<file path="src/rtl/rtl_settings_pkg.sv">
// Shared settings for the read-burst scheduler: AMM widths and the compare descriptor.
package rtl_settings_pkg;

    localparam int unsigned AMM_ADDR_W  = 32;
    localparam int unsigned AMM_BURST_W = 11;
    localparam int unsigned CMP_WC_W    = AMM_BURST_W - 1;
    localparam int unsigned CMP_OFS_W   = 2;
    localparam int unsigned CMP_PTRN_W  = 32;

    typedef enum logic [1:0] {
        DM_FIXED = 2'd0,
        DM_INCR  = 2'd1,
        DM_WALK1 = 2'd2,
        DM_LFSR  = 2'd3
    } data_mode_e;

    typedef struct packed {
        logic [AMM_ADDR_W-1:0] start_addr;
        logic [CMP_WC_W-1:0]   words_count;
        logic [CMP_OFS_W-1:0]  start_offset;
        logic [CMP_OFS_W-1:0]  end_offset;
        logic [CMP_PTRN_W-1:0] data_ptrn;
        data_mode_e            data_mode;
    } cmp_struct_t;

    localparam int unsigned CMP_STRUCT_W = $bits(cmp_struct_t);

    // words_count holds burst length minus one
    function automatic logic [AMM_BURST_W-1:0] burst_len(input logic [CMP_WC_W-1:0] wc);
        return AMM_BURST_W'(wc) + AMM_BURST_W'(1);
    endfunction

endpackage

</file>
<file path="src/rtl/fifo.sv">
// Show-ahead FIFO with synchronous clear; head word is visible on rdata_o while not empty.
module fifo #(
    parameter int unsigned DWIDTH = 8,
    parameter int unsigned AWIDTH = 2
) (
    input  logic              clk_i,
    input  logic              rst_n_i,
    input  logic              clr_i,
    input  logic              wr_i,
    input  logic [DWIDTH-1:0] wdata_i,
    input  logic              rd_i,
    output logic [DWIDTH-1:0] rdata_o,
    output logic              empty_o
);

    localparam int unsigned DEPTH = 2 ** AWIDTH;
    localparam int unsigned CW    = AWIDTH + 1;

    logic [DWIDTH-1:0] mem_q [DEPTH];
    logic [AWIDTH-1:0] wptr_q, rptr_q;
    logic [CW-1:0]     cnt_q;
    logic              do_wr_c, do_rd_c;

    assign do_wr_c = wr_i && (cnt_q != CW'(DEPTH));
    assign do_rd_c = rd_i && (cnt_q != '0);

    always_ff @(posedge clk_i or negedge rst_n_i) begin
        if (!rst_n_i) begin
            wptr_q <= '0;
            rptr_q <= '0;
            cnt_q  <= '0;
        end else if (clr_i) begin
            wptr_q <= '0;
            rptr_q <= '0;
            cnt_q  <= '0;
        end else begin
            if (do_wr_c) wptr_q <= wptr_q + AWIDTH'(1);
            if (do_rd_c) rptr_q <= rptr_q + AWIDTH'(1);
            cnt_q <= cnt_q + CW'(do_wr_c) - CW'(do_rd_c);
        end
    end

    // Storage needs no reset; occupancy is tracked by the pointers.
    always_ff @(posedge clk_i) begin
        if (do_wr_c) mem_q[wptr_q] <= wdata_i;
    end

    assign rdata_o = mem_q[rptr_q];
    assign empty_o = (cnt_q == '0);

endmodule

</file>
<file path="src/rtl/rd_burst_sched.sv">
// Issues AMM read bursts under burst/beat credit limits and pushes one compare descriptor per burst.
module rd_burst_sched
    import rtl_settings_pkg::*;
#(
    parameter int unsigned MAX_BURSTS = 4,
    parameter int unsigned MAX_BEATS  = 64
) (
    input  logic                    clk_i,
    input  logic                    rst_n_i,
    input  logic                    test_start_i,
    input  logic                    cmd_valid_i,
    output logic                    cmd_ready_o,
    input  logic [CMP_STRUCT_W-1:0] cmd_struct_i,
    input  logic                    cmd_last_i,
    output logic                    read_o,
    output logic [AMM_ADDR_W-1:0]   address_o,
    output logic [AMM_BURST_W-1:0]  burstcount_o,
    input  logic                    waitrequest_i,
    input  logic                    readdatavalid_i,
    output logic                    cmp_en_o,
    output logic [CMP_STRUCT_W-1:0] cmp_struct_o,
    input  logic                    cmp_error_i,
    input  logic                    cmp_busy_i,
    output logic                    done_o,
    output logic                    abort_o
);

    localparam int unsigned BEAT_W = $clog2(MAX_BEATS + 1);
    localparam int unsigned BCNT_W = $clog2(MAX_BURSTS + 1);
    localparam int unsigned QAW    = (MAX_BURSTS > 1) ? $clog2(MAX_BURSTS) : 1;
    localparam int unsigned SUM_W  = ((BEAT_W > AMM_BURST_W) ? BEAT_W : AMM_BURST_W) + 1;

    typedef enum logic [2:0] {
        IDLE_S  = 3'd0,
        ISSUE_S = 3'd1,
        DRAIN_S = 3'd2,
        DONE_S  = 3'd3,
        ABORT_S = 3'd4
    } state_e;

    state_e                 state_q, state_d;
    logic                   last_q, last_d;
    logic                   read_q, read_d;
    logic [AMM_ADDR_W-1:0]  addr_q, addr_d;
    logic [AMM_BURST_W-1:0] bcnt_q, bcnt_d;
    logic                   cmp_en_q, cmp_en_d;
    cmp_struct_t            cmp_struct_q, cmp_struct_d;
    logic                   done_q, done_d;
    logic                   abort_q, abort_d;
    logic [BEAT_W-1:0]      beats_q, beats_d;
    logic [BCNT_W-1:0]      bursts_q, bursts_d;
    logic [CMP_WC_W-1:0]    rem_q, rem_d;
    logic                   rem_vld_q, rem_vld_d;

    cmp_struct_t            cmd_c;
    logic                   credit_ok_c, accept_c, req_done_c, beat_c, burst_end_c;
    logic [CMP_WC_W-1:0]    q_head_c, remaining_c;
    logic                   q_empty_c;

    assign cmd_c       = cmp_struct_t'(cmd_struct_i);
    assign credit_ok_c = (bursts_q < BCNT_W'(MAX_BURSTS)) &&
                         ((SUM_W'(beats_q) + SUM_W'(cmd_c.words_count) + SUM_W'(1)) <= SUM_W'(MAX_BEATS));
    // A request still held by waitrequest blocks new commands, even after a flush or abort.
    assign accept_c    = (state_q == IDLE_S) && cmd_valid_i && credit_ok_c && !read_q &&
                         !cmp_error_i && !test_start_i;
    assign cmd_ready_o = accept_c && rst_n_i;

    assign req_done_c  = read_q && !waitrequest_i;
    assign beat_c      = readdatavalid_i && (beats_q != '0) && !q_empty_c;
    assign remaining_c = rem_vld_q ? rem_q : q_head_c;
    assign burst_end_c = beat_c && (remaining_c == '0);

    // Lengths (minus one) of bursts in flight, oldest at the head.
    fifo #(
        .DWIDTH (CMP_WC_W),
        .AWIDTH (QAW)
    ) u_len_q (
        .clk_i   (clk_i),
        .rst_n_i (rst_n_i),
        .clr_i   (test_start_i),
        .wr_i    (accept_c),
        .wdata_i (cmd_c.words_count),
        .rd_i    (burst_end_c),
        .rdata_o (q_head_c),
        .empty_o (q_empty_c)
    );

    always_comb begin
        state_d      = state_q;
        last_d       = last_q;
        read_d       = read_q;
        addr_d       = addr_q;
        bcnt_d       = bcnt_q;
        cmp_en_d     = 1'b0;
        cmp_struct_d = cmp_struct_q;
        beats_d      = beats_q;
        bursts_d     = bursts_q;
        rem_d        = rem_q;
        rem_vld_d    = rem_vld_q;

        if (req_done_c) read_d = 1'b0;

        if (beat_c) begin
            beats_d = beats_q - BEAT_W'(1);
            if (remaining_c == '0) begin
                rem_vld_d = 1'b0;
                bursts_d  = bursts_q - BCNT_W'(1);
            end else begin
                rem_d     = remaining_c - CMP_WC_W'(1);
                rem_vld_d = 1'b1;
            end
        end

        if (accept_c) begin
            beats_d      = BEAT_W'(SUM_W'(beats_d) + SUM_W'(cmd_c.words_count) + SUM_W'(1));
            bursts_d     = bursts_d + BCNT_W'(1);
            read_d       = 1'b1;
            addr_d       = cmd_c.start_addr;
            bcnt_d       = burst_len(cmd_c.words_count);
            cmp_en_d     = 1'b1;
            cmp_struct_d = cmd_c;
            last_d       = cmd_last_i;
        end

        case (state_q)
            IDLE_S:  if (accept_c) state_d = ISSUE_S;
            ISSUE_S: if (req_done_c) state_d = last_q ? DRAIN_S : IDLE_S;
            DRAIN_S: if ((beats_q == '0) && (bursts_q == '0) && !cmp_busy_i) state_d = DONE_S;
            DONE_S:  state_d = DONE_S;
            ABORT_S: state_d = ABORT_S;
            default: state_d = IDLE_S;
        endcase

        if (cmp_error_i && (state_q != DONE_S)) state_d = ABORT_S;

        if (test_start_i) begin
            state_d   = IDLE_S;
            beats_d   = '0;
            bursts_d  = '0;
            rem_d     = '0;
            rem_vld_d = 1'b0;
        end

        done_d  = (state_d == DONE_S);
        abort_d = (state_d == ABORT_S);
    end

    always_ff @(posedge clk_i or negedge rst_n_i) begin
        if (!rst_n_i) begin
            state_q      <= IDLE_S;
            last_q       <= 1'b0;
            read_q       <= 1'b0;
            addr_q       <= '0;
            bcnt_q       <= '0;
            cmp_en_q     <= 1'b0;
            cmp_struct_q <= '0;
            done_q       <= 1'b0;
            abort_q      <= 1'b0;
            beats_q      <= '0;
            bursts_q     <= '0;
            rem_q        <= '0;
            rem_vld_q    <= 1'b0;
        end else begin
            state_q      <= state_d;
            last_q       <= last_d;
            read_q       <= read_d;
            addr_q       <= addr_d;
            bcnt_q       <= bcnt_d;
            cmp_en_q     <= cmp_en_d;
            cmp_struct_q <= cmp_struct_d;
            done_q       <= done_d;
            abort_q      <= abort_d;
            beats_q      <= beats_d;
            bursts_q     <= bursts_d;
            rem_q        <= rem_d;
            rem_vld_q    <= rem_vld_d;
        end
    end

    assign read_o       = read_q;
    assign address_o    = addr_q;
    assign burstcount_o = bcnt_q;
    assign cmp_en_o     = cmp_en_q;
    assign cmp_struct_o = cmp_struct_q;
    assign done_o       = done_q;
    assign abort_o      = abort_q;

endmodule

</file>
<file path="config.mk">
export PLATFORM = sky130hd
export DESIGN_NAME = rd_burst_sched
export DESIGN_NICKNAME = d
export VERILOG_FILES = /design/src/rtl/rtl_settings_pkg.sv /design/src/rtl/fifo.sv /design/src/rtl/rd_burst_sched.sv
export SDC_FILE = /design/constraint.sdc
export NUM_CORES = 1
export LEC_CHECK = 0
export ABC_AREA = 1
export BUFFER_PORTS_ARGS = -buffer_cell sky130_fd_sc_hd__clkbuf_2
export CORE_MARGIN = 3
export CORE_UTILIZATION = 25
export DETAILED_ROUTE_END_ITERATION = 16
export REMOVE_ABC_BUFFERS = 1
export SLEW_MARGIN = 0
export SYNTH_ARGS = -nofsm -noshare
export SYNTH_HDL_FRONTEND = slang
export SYNTH_SLANG_ARGS = --single-unit
</file>
<file path="constraint.sdc">
create_clock -name clk_i -period 3.4 [get_ports clk_i]
set_input_delay 0.68 -clock clk_i [delete_from_list [all_inputs] [get_ports clk_i]]
set_output_delay 0.68 -clock clk_i [all_outputs]
set_load 0.05 [all_outputs]
</file>
==> flow_summary.yaml <==
outcome:
  outcome: "finished clean"
synthesis:
  synth_warnings: 0
  ys_types: 42
  synth.yosys.seq_area_share_pct: 50.1
  mappedNetlistArea_um2: 8740
  postSynthCellCount: 976
  synth-seq-cells: 167
  avgSynthCellArea_um2: 8.95
floorplan:
  rows: 67
  io_pins: 217
  core_um2: 34000
  start_util_pct: 25.7
  design.die.area_um2: 37200
  die_h_um: 193
  die_w_um: 193
critical_path:
  critical_path_class: "reg2out"
  endpoint: "cmd_ready_o"
  crit_required_ps: 2720
  timing.critical_path.from: "beats_q[6]"
  ff2ff_path_depth: 19
  rr_endpoint: "u_len_q.cnt_q[2]"
  start_kind: "flop"
  rr_startpoint: "u_len_q.rptr_q[0]"
  cp.arrival_ps: 2550
  path_max_fanout: 8
  r2r_setup_slack_ps: 270
  worst_setup_path_end_kind: "primary output"
global_routing:
  grt_pass1_vias: 6872
  grt_first_pass_wirelength_um: 36900
  grt_max_degree: 57
  grtUsageTotal_pct: 12.9
  grt_antenna_before_repair: 1
  grt_overflow: 0
drt:
  viasPerCell: 4.21
  drt_first_pass_iters: 5
  wl_per_cell_um: 14.3
  antenna_left: 0
  dr_total_vias: 6925
  route.detailed.drc: 0
  wirelength_um: 23600
  drtIter0Drc: 308
sta:
  fin_tns_setup_ps: 0
  fmax_mhz: 309
  timing_worst_slew_pin_value_ps: 758
  period_needed_ps: 3230
  slew_headroom_pct: 49.5
  drv_slew: 0
  hold_viol_final: 0
  holdWs_ps: 134
  final.setup.worst_slack_ps: 166
  period_share_pct: 95.1
  rsz0062_at_grt: "yes"
  fin_skew_ps: 10.0
  setup_violations: 0
clock_tree:
  cts_max_level: 4
  cts-root-buf: "clkbuf_16"
  cts.sinks: 167
  cts-buffers-inserted: 17
  clockBufferDepth: 2
  clk_pin_slew_ps: 70
  clk_latency_ps: 430
  tritoncts: "yes"
  cts-hold-fix-buffers: 0
place:
  hpwl_um: 17700
  io_buffers: 216
  place_worst_setup_slack_ps: 160
  dpl.cell_count: 1614
  gp_congestion: 0.839
cells_and_area:
  regArea_um2: 4380
  num_antenna_cells: 0
  drive_above_1_share_pct: 34.3
  nets: 1301
  num-fill-cells: 3507
  multi_input_area_um2: 3260
  area_delta_synth_final_pct: 24.5
  layout_commonest_cell: "clkbuf_2"
  final_util_pct: 32.1
  mostFrequentLayoutCells: "214 x clkbuf_2, 168 x nand2_1, 134 x inv_1"
  instances_no_fill: 1646
job:
  maxCapViolCount: 0
power:
  p_leak_uw: 0.00579
  peakVddDrop_uv: 372
  p_per_area_nw_per_um2: 554
worst_hold_path:
  hold_path_class: "in2async"
[power by group]
part	leakage (µW)	internal (µW)	total [µW]	switching, µW
Clock	0.000269	969	1880	913
Combinational	0.00347	385	1730	1340
Sequential	0.00205	2250	2420	165
[cell families after synthesis]
family	Yosys count	share of synthesized area, %
adders and majority gates	27	4.04
DFF	167	50.1
buffers and inverters	252	13.4
and+or+nand+nor	364	19.6
xor gates and xnor gates	23	2.31
AOI/OAI and AO/OA	143	10.6
[final cells by class]
class | count | share of cell area [%]
Inverter | 189 | 6.54
Sequential cell | 167 | 40.3
Multi-Input combinational cell | 557 | 29.9
Clock buffer | 17 | 3.91
Timing Repair Buffer | 253 | 12.9
Clock inverter | 15 | 1.29
Tap cell | 448 | 5.15
[state kept, by name, summed over array words and instances, names as in the netlist, 2 cells and up]
register / count
beats_q: 7
state_q: 3
u_len_q.wptr_q: 2
rem_q: 10
cmp_struct_o: 80
u_len_q.mem_q: 40
u_len_q.rptr_q: 2
burstcount_o: 11
u_len_q.cnt_q: 3
bursts_q: 3
[Yosys cell counts (all sizes together)]
| library cell | instances | area (µm²) |
|---|---|---|
| inv | 188 | 706 |
| nand2 | 171 | 649 |
| dfrtp | 127 | 3180 |
| o21ai | 106 | 707 |
| or2 | 78 | 488 |
| buf | 58 | 439 |
| nor2 | 49 | 201 |
| nand3 | 44 | 230 |
| edfxtp | 40 | 1200 |
| ha | 25 | 313 |
| a21oi | 21 | 105 |
| xor2 | 15 | 131 |
| xnor2 | 8 | 70.1 |
| nand4 | 7 | 43.8 |
| o22ai | 7 | 43.8 |
| clkbuf | 5 | 20.0 |
| nor3 | 5 | 25.0 |
| nor3b | 5 | 37.5 |
| nor4 | 3 | 18.8 |
| a21boi | 2 | 15.0 |
| a21o | 2 | 15.0 |
| a31oi | 2 | 12.5 |
| fa | 2 | 40.0 |
| a211oi | 1 | 12.5 |
| clkinv | 1 | 3.75 |
| nand3b | 1 | 7.51 |
| o21bai | 1 | 7.51 |
| o31ai | 1 | 7.51 |
| or3b | 1 | 8.76 |
[routing by layer]
layer	GRT usage [%]	routed length, µm	vias up
met5	0	13	-
met4	4.37	526	2
met3	3.72	1690	24
met2	21.3	11200	235
met1	16.2	10200	3233
li1	-	-	3431
[worst min path at each step]
| stage | from | slack [ps] | endpoint |
|---|---|---|---|
| finish | rst_n_i | 130 | beats_q[1] |
| global route | rst_n_i | 130 | beats_q[1] |
| CTS | rst_n_i | 120 | burstcount_o[3] |
| detailed placement | cmp_struct_o[47] | 450 | cmp_struct_o[47] |
| global placement | cmp_struct_o[45] | 450 | cmp_struct_o[45] |
| floorplan | rst_n_i | 380 | abort_o |
[metrics by stage]
stage | instance area, µm² | power, µW
finish | 10900 | 6030
global route | 10900 | 6310
CTS | 10800 | 6120
detailed placement | 10200 | 4200
global placement | 10200 | 4190
floorplan | 8280 | 3690
[worst max-delay path: stages, from the launching register on]
cell     delay, ps
dfrtp_1        440
ha_1           390
nand2_1         90
nor2_1         110
nand2_1         70
nand3_2        100
nand2_1         80
nand2_2         70
nand2_1         50
a21oi_1        140
nand4_1        100
buf_4          190
nor2_2         140
buf_12         150
[timing repair]
item | CTS | global route
resized for setup | 0 | 14
endpoints found under the setup margin | 0 | 3
setup buffers | 0 | 0
No activity file was read; power rests on OpenSTA's default activity.
